File: config.mk
export PLATFORM = sky130hd
export DESIGN_NAME = bubbledrive8_modectrl
export DESIGN_NICKNAME = d
export VERILOG_FILES = /design/src/rtl/bubbledrive8_modectrl.sv
export SDC_FILE = /design/constraint.sdc
export NUM_CORES = 1
export LEC_CHECK = 0
export BUFFER_PORTS_ARGS = -buffer_cell sky130_fd_sc_hd__buf_2
export CAP_MARGIN = 20
export CORE_MARGIN = 5
export CORE_UTILIZATION = 51
export CTS_BUF_LIST = sky130_fd_sc_hd__clkbuf_4
export DETAILED_ROUTE_END_ITERATION = 7
export GPL_TIMING_DRIVEN = 0
export PLACE_DENSITY = 0.69
export SLEW_MARGIN = 20
export SYNTH_ARGS = -nofsm -noshare
export SYNTH_HDL_FRONTEND = slang
export SYNTH_SLANG_ARGS = --single-unit
File: constraint.sdc
create_clock -name MCLK -period 3.5 [get_ports MCLK]
set_clock_uncertainty 0.05 [all_clocks]
set_input_delay 0.7 -clock MCLK [delete_from_list [all_inputs] [get_ports MCLK]]
set_output_delay 0.7 -clock MCLK [all_outputs]
set_load 0.05 [all_outputs]
File: src/rtl/bubbledrive8_modectrl.sv
// rtl/bubbledrive8_modectrl.sv - BubbleDrive8 power/mode supervisor
module bubbledrive8_modectrl #(
    parameter int DEBOUNCE_CYCLES = 4096,
    parameter int SETTLE_CYCLES   = 64,
    parameter int BLINK_HALF      = 8192
) (
    input  logic       MCLK,
    input  logic       nRST,
    input  logic       PWRSTAT,
    input  logic       MRST,
    output logic       nEMUCOREEN,
    output logic       nTEMPSENSEEN,
    output logic       nFIFOEN,
    output logic       nMPSSEEN,
    output logic       nLEDCTRL_PWROK,
    output logic       nLEDCTRL_STANDBY,
    output logic       nLEDCTRL_DELAYING,
    output logic [2:0] MODE
);

    localparam int DB_W  = $clog2(DEBOUNCE_CYCLES + 1);
    localparam int SET_W = $clog2(SETTLE_CYCLES + 1);
    localparam int BLK_W = $clog2(BLINK_HALF + 1);
    localparam logic [DB_W-1:0]  DB_LAST     = DB_W'(DEBOUNCE_CYCLES - 1);
    localparam logic [SET_W-1:0] SETTLE_LAST = SET_W'(SETTLE_CYCLES - 1);
    localparam logic [BLK_W-1:0] BLINK_LAST  = BLK_W'(BLINK_HALF);

    typedef enum logic [2:0] {
        ST_RESET        = 3'b000,
        ST_SELECT       = 3'b001,
        ST_EMU_SETTLE   = 3'b010,
        ST_EMU_RUN      = 3'b011,
        ST_MPSSE_SETTLE = 3'b100,
        ST_MPSSE_RUN    = 3'b101,
        ST_ERR_MB       = 3'b110,
        ST_ERR_USB      = 3'b111
    } state_t;

    state_t state, next_state;

    logic             pwrstat_meta, pwrstat_sync;
    logic             mrst_meta, mrst_sync;
    logic [1:0]       candidate;
    logic [DB_W-1:0]  db_count;
    logic [1:0]       db_pair;
    logic             db_valid;
    logic [SET_W-1:0] settle_count;
    logic [BLK_W-1:0] blink_count;
    logic             blink;
    logic             blinking;
    logic             settling;

    logic             emu_en_next, mpsse_en_next;
    logic             pwrok_next, standby_next, delaying_next;

    wire [1:0] sync_pair = {pwrstat_sync, mrst_sync};

    always_ff @(posedge MCLK or negedge nRST) begin
        if (!nRST) begin
            pwrstat_meta <= 1'b0;
            pwrstat_sync <= 1'b0;
            mrst_meta    <= 1'b0;
            mrst_sync    <= 1'b0;
        end else begin
            pwrstat_meta <= PWRSTAT;
            pwrstat_sync <= pwrstat_meta;
            mrst_meta    <= MRST;
            mrst_sync    <= mrst_meta;
        end
    end

    // A new pair is accepted only after it has been seen DEBOUNCE_CYCLES times in a row.
    always_ff @(posedge MCLK or negedge nRST) begin
        if (!nRST) begin
            candidate <= 2'b01;
            db_count  <= '0;
            db_pair   <= 2'b01;
            db_valid  <= 1'b0;
        end else if (sync_pair != candidate) begin
            candidate <= sync_pair;
            db_count  <= '0;
        end else if (db_count == DB_LAST) begin
            db_pair  <= candidate;
            db_valid <= 1'b1;
        end else begin
            db_count <= db_count + 1'b1;
        end
    end

    always_ff @(posedge MCLK or negedge nRST) begin
        if (!nRST) begin
            state <= ST_RESET;
        end else begin
            state <= next_state;
        end
    end

    assign settling = (state == ST_EMU_SETTLE) || (state == ST_MPSSE_SETTLE);
    assign blinking = (state == ST_MPSSE_RUN) || (state == ST_ERR_MB) || (state == ST_ERR_USB);

    always_comb begin
        next_state = state;
        case (state)
            ST_RESET: begin
                if (db_valid) next_state = ST_SELECT;
            end
            ST_SELECT: begin
                case (db_pair)
                    2'b00:   next_state = ST_EMU_SETTLE;
                    2'b01:   next_state = ST_ERR_MB;
                    2'b10:   next_state = ST_ERR_USB;
                    default: next_state = ST_MPSSE_SETTLE;
                endcase
            end
            ST_EMU_SETTLE: begin
                if (settle_count == SETTLE_LAST) next_state = ST_EMU_RUN;
            end
            ST_EMU_RUN: begin
                if (db_pair[0]) next_state = ST_RESET;
            end
            ST_MPSSE_SETTLE: begin
                if (settle_count == SETTLE_LAST) next_state = ST_MPSSE_RUN;
            end
            ST_MPSSE_RUN: begin
                if (db_pair != 2'b11) next_state = ST_RESET;
            end
            ST_ERR_MB: begin
                if (!db_pair[0]) next_state = ST_RESET;
            end
            ST_ERR_USB: begin
                if (db_pair != 2'b10) next_state = ST_RESET;
            end
            default: next_state = ST_RESET;
        endcase
    end

    // Settle states are only reachable from SELECT, so clearing outside them clears on every entry.
    always_ff @(posedge MCLK or negedge nRST) begin
        if (!nRST) begin
            settle_count <= '0;
        end else if (!settling || settle_count == SETTLE_LAST) begin
            settle_count <= '0;
        end else begin
            settle_count <= settle_count + 1'b1;
        end
    end

    always_ff @(posedge MCLK or negedge nRST) begin
        if (!nRST) begin
            blink       <= 1'b1;
            blink_count <= '0;
        end else if (!blinking) begin
            blink       <= 1'b1;
            blink_count <= '0;
        end else if (blink_count == BLINK_LAST) begin
            blink       <= ~blink;
            blink_count <= '0;
        end else begin
            blink_count <= blink_count + 1'b1;
        end
    end

    always_comb begin
        emu_en_next   = 1'b0;
        mpsse_en_next = 1'b0;
        pwrok_next    = 1'b1;
        standby_next  = 1'b1;
        delaying_next = 1'b1;
        case (state)
            ST_EMU_RUN: begin
                emu_en_next   = 1'b1;
                pwrok_next    = 1'b0;
                delaying_next = 1'b0;
            end
            ST_MPSSE_RUN: begin
                mpsse_en_next = 1'b1;
                pwrok_next    = 1'b0;
                standby_next  = blink;
            end
            ST_ERR_MB, ST_ERR_USB: begin
                pwrok_next = blink;
            end
            default: ;
        endcase
    end

    always_ff @(posedge MCLK or negedge nRST) begin
        if (!nRST) begin
            nEMUCOREEN        <= 1'b1;
            nTEMPSENSEEN      <= 1'b1;
            nFIFOEN           <= 1'b1;
            nMPSSEEN          <= 1'b1;
            nLEDCTRL_PWROK    <= 1'b1;
            nLEDCTRL_STANDBY  <= 1'b1;
            nLEDCTRL_DELAYING <= 1'b1;
        end else begin
            nEMUCOREEN        <= ~emu_en_next;
            nTEMPSENSEEN      <= ~emu_en_next;
            nFIFOEN           <= ~emu_en_next;
            nMPSSEEN          <= ~mpsse_en_next;
            nLEDCTRL_PWROK    <= pwrok_next;
            nLEDCTRL_STANDBY  <= standby_next;
            nLEDCTRL_DELAYING <= delaying_next;
        end
    end

    assign MODE = state;

endmodule

==> flow_summary_export.csv <==
group,metric,value,unit
floorplanning,die_area,6310,µm²
logic_synthesis,muxShareOfSynthArea,0.0132,
final_layout,drive_gt1_frac,0.192,
clock_network,cts_hold_buffers,0,
detailed_routing,wire_per_inst,12.4,µm
logic_synthesis,synthSimpleGateAreaFrac,0.236,
logic_synthesis,synth-edff-count,0,
global_route,grt_overflow_total,0,
setup_path,path_class,"flip-flop to output port",
setup_path,cp_max_fo,4,
logic_synthesis,ys_top_cells_by_area,"dfrtp_1 (45%), dfstp_2 (7.5%), nor2_1 (5.6%)",
detailed_routing,drtAntennaViolNets,0,
status,status,"complete, no violations",
sta,hold_viol_final,0,
setup_path,cpLargestDelayFamily,"flip-flops",
logic_synthesis,synth_top_cells_by_count,"dfrtp_1 (44), nor2_1 (37), nand2_1 (19)",
place,gp_congestion,0.806,
logic_synthesis,yosysSeqAreaShare,0.522,
sta,slew_viol_final,0,
sta,finalSetupViolations,0,
setup_path,critPathBufInv,2,
logic_synthesis,synth_compound_area_frac,0.0844,
setup_path,path_cells,"buf_4 > buf_2",
logic_synthesis,synthMostInstantiatedCell,"dfrtp_1",
place,dpl_cell_area,2620,µm²
logic_synthesis,syn_nets,248,
logic_synthesis,synth.top_cell.area_share,0.448,
final_layout,nets,269,
floorplanning,die_w,79.5,µm
clock_network,clock_latency,0.36,ns
clock_network,ctsHtreeMaxLevel,2,
clock_network,cts_buffer_depth,2,
detailed_routing,remaining_drc_errors,0,
sta,grt_setup_unrepaired,"no",
global_route,grt_max_degree,30,
detailed_routing,via_per_inst,5.39,
final_layout,fill_cells,419,
floorplanning,io_pins,14,
clock_network,postCtsSetupRepairBufs,0,
place,numPortBuffers,13,
clock_network,cts_resized,0,
detailed_routing,drtPass1Iterations,4,
global_route,grt_pass1_wl,6990,µm
sta,timing.final.crit_share,0.580,
power,p_leak,1.09,nW
power,power_density,333,nW/µm²
logic_synthesis,synth-seq-cells,51,
min_path,hold_path.class,"primary input to asynchronous set/reset pin",
floorplanning,initial_core_util,0.524,
detailed_routing,drt_iter0_markers,81,
final_layout,antenna_cells,0,
power,total_power,0.891,mW
logic_synthesis,synth_xor_area_frac,0.0855,
floorplanning,core_area,4690,µm²
global_route,antenna_found_initial,0,
setup_path,critPathLaunchType,"flip-flop",
logic_synthesis,synth-adder-area-share,0.0254,
clock_network,root_buffer,"clkbuf_4",
setup_path,cp_slowest_cell,"dfstp_2",
place,place_ws,1.69,ns
run,maxCapViolCount,0,
global_route,grt_pass1_vias,1548,
floorplanning,die_h,79.5,µm
sta,setup_slack,1.47,ns
logic_synthesis,synth_top_family_by_area,"simple AND/OR/NAND/NOR gates",
sta,relSlewSlack,0.542,
detailed_routing,routed_wl,3910,µm
logic_synthesis,avgSynthCellArea,10.3,µm²
clock_network,cts.clk_slew.worst_paths,0.15,ns
setup_path,cp.arrival,1.28,ns
logic_synthesis,synth_ff_type,"dfrtp_1",
setup_path,max_stage_delay,0.58,ns
sta,fmax,492,MHz
sta,worst_slew_pin_slew,0.687,ns
place,dp_hpwl,2760,µm
floorplanning,rows,25,
detailed_routing,num_vias,1699,
logic_synthesis,ys.warnings.count,0,
setup_path,crit_path_end_kind,"output port",
logic_synthesis,syn_area,2460,µm²
clock_network,cts_tree,"yes",
clock_network,cts_sinks,51,
final_layout,final_area,2680,µm²
logic_synthesis,yosys.area.top_type,"dfrtp_1",
logic_synthesis,synth_cells,239,
final_layout,area_growth,8.85,%
final_layout,fin_util,0.571,
setup_path,required,2.75,ns
global_route,grt.total_usage,0.141,
logic_synthesis,synth.distinct_cells,40,
clock_network,cts_buffers,5,
logic_synthesis,ys_async_sr_fraction,1.00,
power,ir_drop,181,µV
sta,fin_setup_tns,0,ns
sta,min_period,2.03,ns
final timing paths:
path	startpoint	endpoint	cells past startpoint	slack [ns]
setup / recovery	nFIFOEN	nFIFOEN	2	1.47
min in group MCLK	pwrstat_meta	pwrstat_sync	0	0.32
max in group asynchronous	nRST	candidate[0]	2	2.45
hold reg to reg	pwrstat_meta	pwrstat_sync	0	0.32
hold / removal	nRST	blink_count[2]	1	0.31
setup reg to reg	db_count[0]	db_pair[1]	5	1.68
cells by family (layout without fill, tap and decap cells):
| kind of cell | count (synthesis) | after routing |
|---|---|---|
| adders and majority gates | 5 | 5 |
| AOI/OAI and AO/OA | 28 | 28 |
| and+or+nand+nor | 110 | 110 |
| xor gates and xnor gates | 24 | 24 |
| muxes | 3 | 3 |
| DFF | 51 | 51 |
| buffers and inverters | 18 | 40 |
cells in the final DEF (no fill, tap or decap), types with 8 or more instances in the layout:
| cell | n |
|---|---|
| dfrtp_1 | 44 |
| nor2_1 | 37 |
| nand2_1 | 19 |
| buf_2 | 15 |
| nand3_1 | 13 |
| xnor2_1 | 13 |
| xor2_1 | 11 |
| a21oi_1 | 9 |
| o21ai_0 | 8 |
| nor3_1 | 8 |
report_power, final:
group          leakage, nW  internal [mW]  switching (mW)  total (mW)
clock network       0.0317         0.0856           0.176       0.261
logic                0.385        0.00969          0.0205      0.0302
registers            0.676          0.596         0.00414       0.600
layout make-up:
class	count	area (µm²)	share of cell area
repair buffers	14	92.6	0.0346
multi-input cells	170	1090	0.408
well taps	54	67.6	0.0252
inverters	6	22.5	0.00841
flip-flops and latches	51	1280	0.480
plain buffers	12	60.1	0.0224
clock buffers	6	45.0	0.0168
clock inverters	2	12.5	0.00467
sequential cells by signal, summed over array words and instances (netlist names):
name,cells
MODE,3
db_valid,1
nLEDCTRL_STANDBY,1
mrst_sync,1
db_pair,2
db_count,13
settle_count,7
candidate,2
nLEDCTRL_PWROK,1
pwrstat_meta,1
blink,1
nMPSSEEN,1
pwrstat_sync,1
nFIFOEN,1
blink_count,14
mrst_meta,1
through the flow:
| step | std cells | hold slack (ns) |
|---|---|---|
| after floorplan | 239 | 0.281 |
| after global placement | 306 | 0.282 |
| after detailed placement | 307 | 0.288 |
| after CTS | 315 | 0.317 |
| after global routing | 315 | 0.323 |
| final | 315 | 0.307 |
layer usage:
metal	wire length (µm)	GRT usage
met3	183	0.0474
met1	1970	0.191
met5	0	0
met2	1730	0.215
met4	24	0.0412
(Power assumes the default switching activity.)
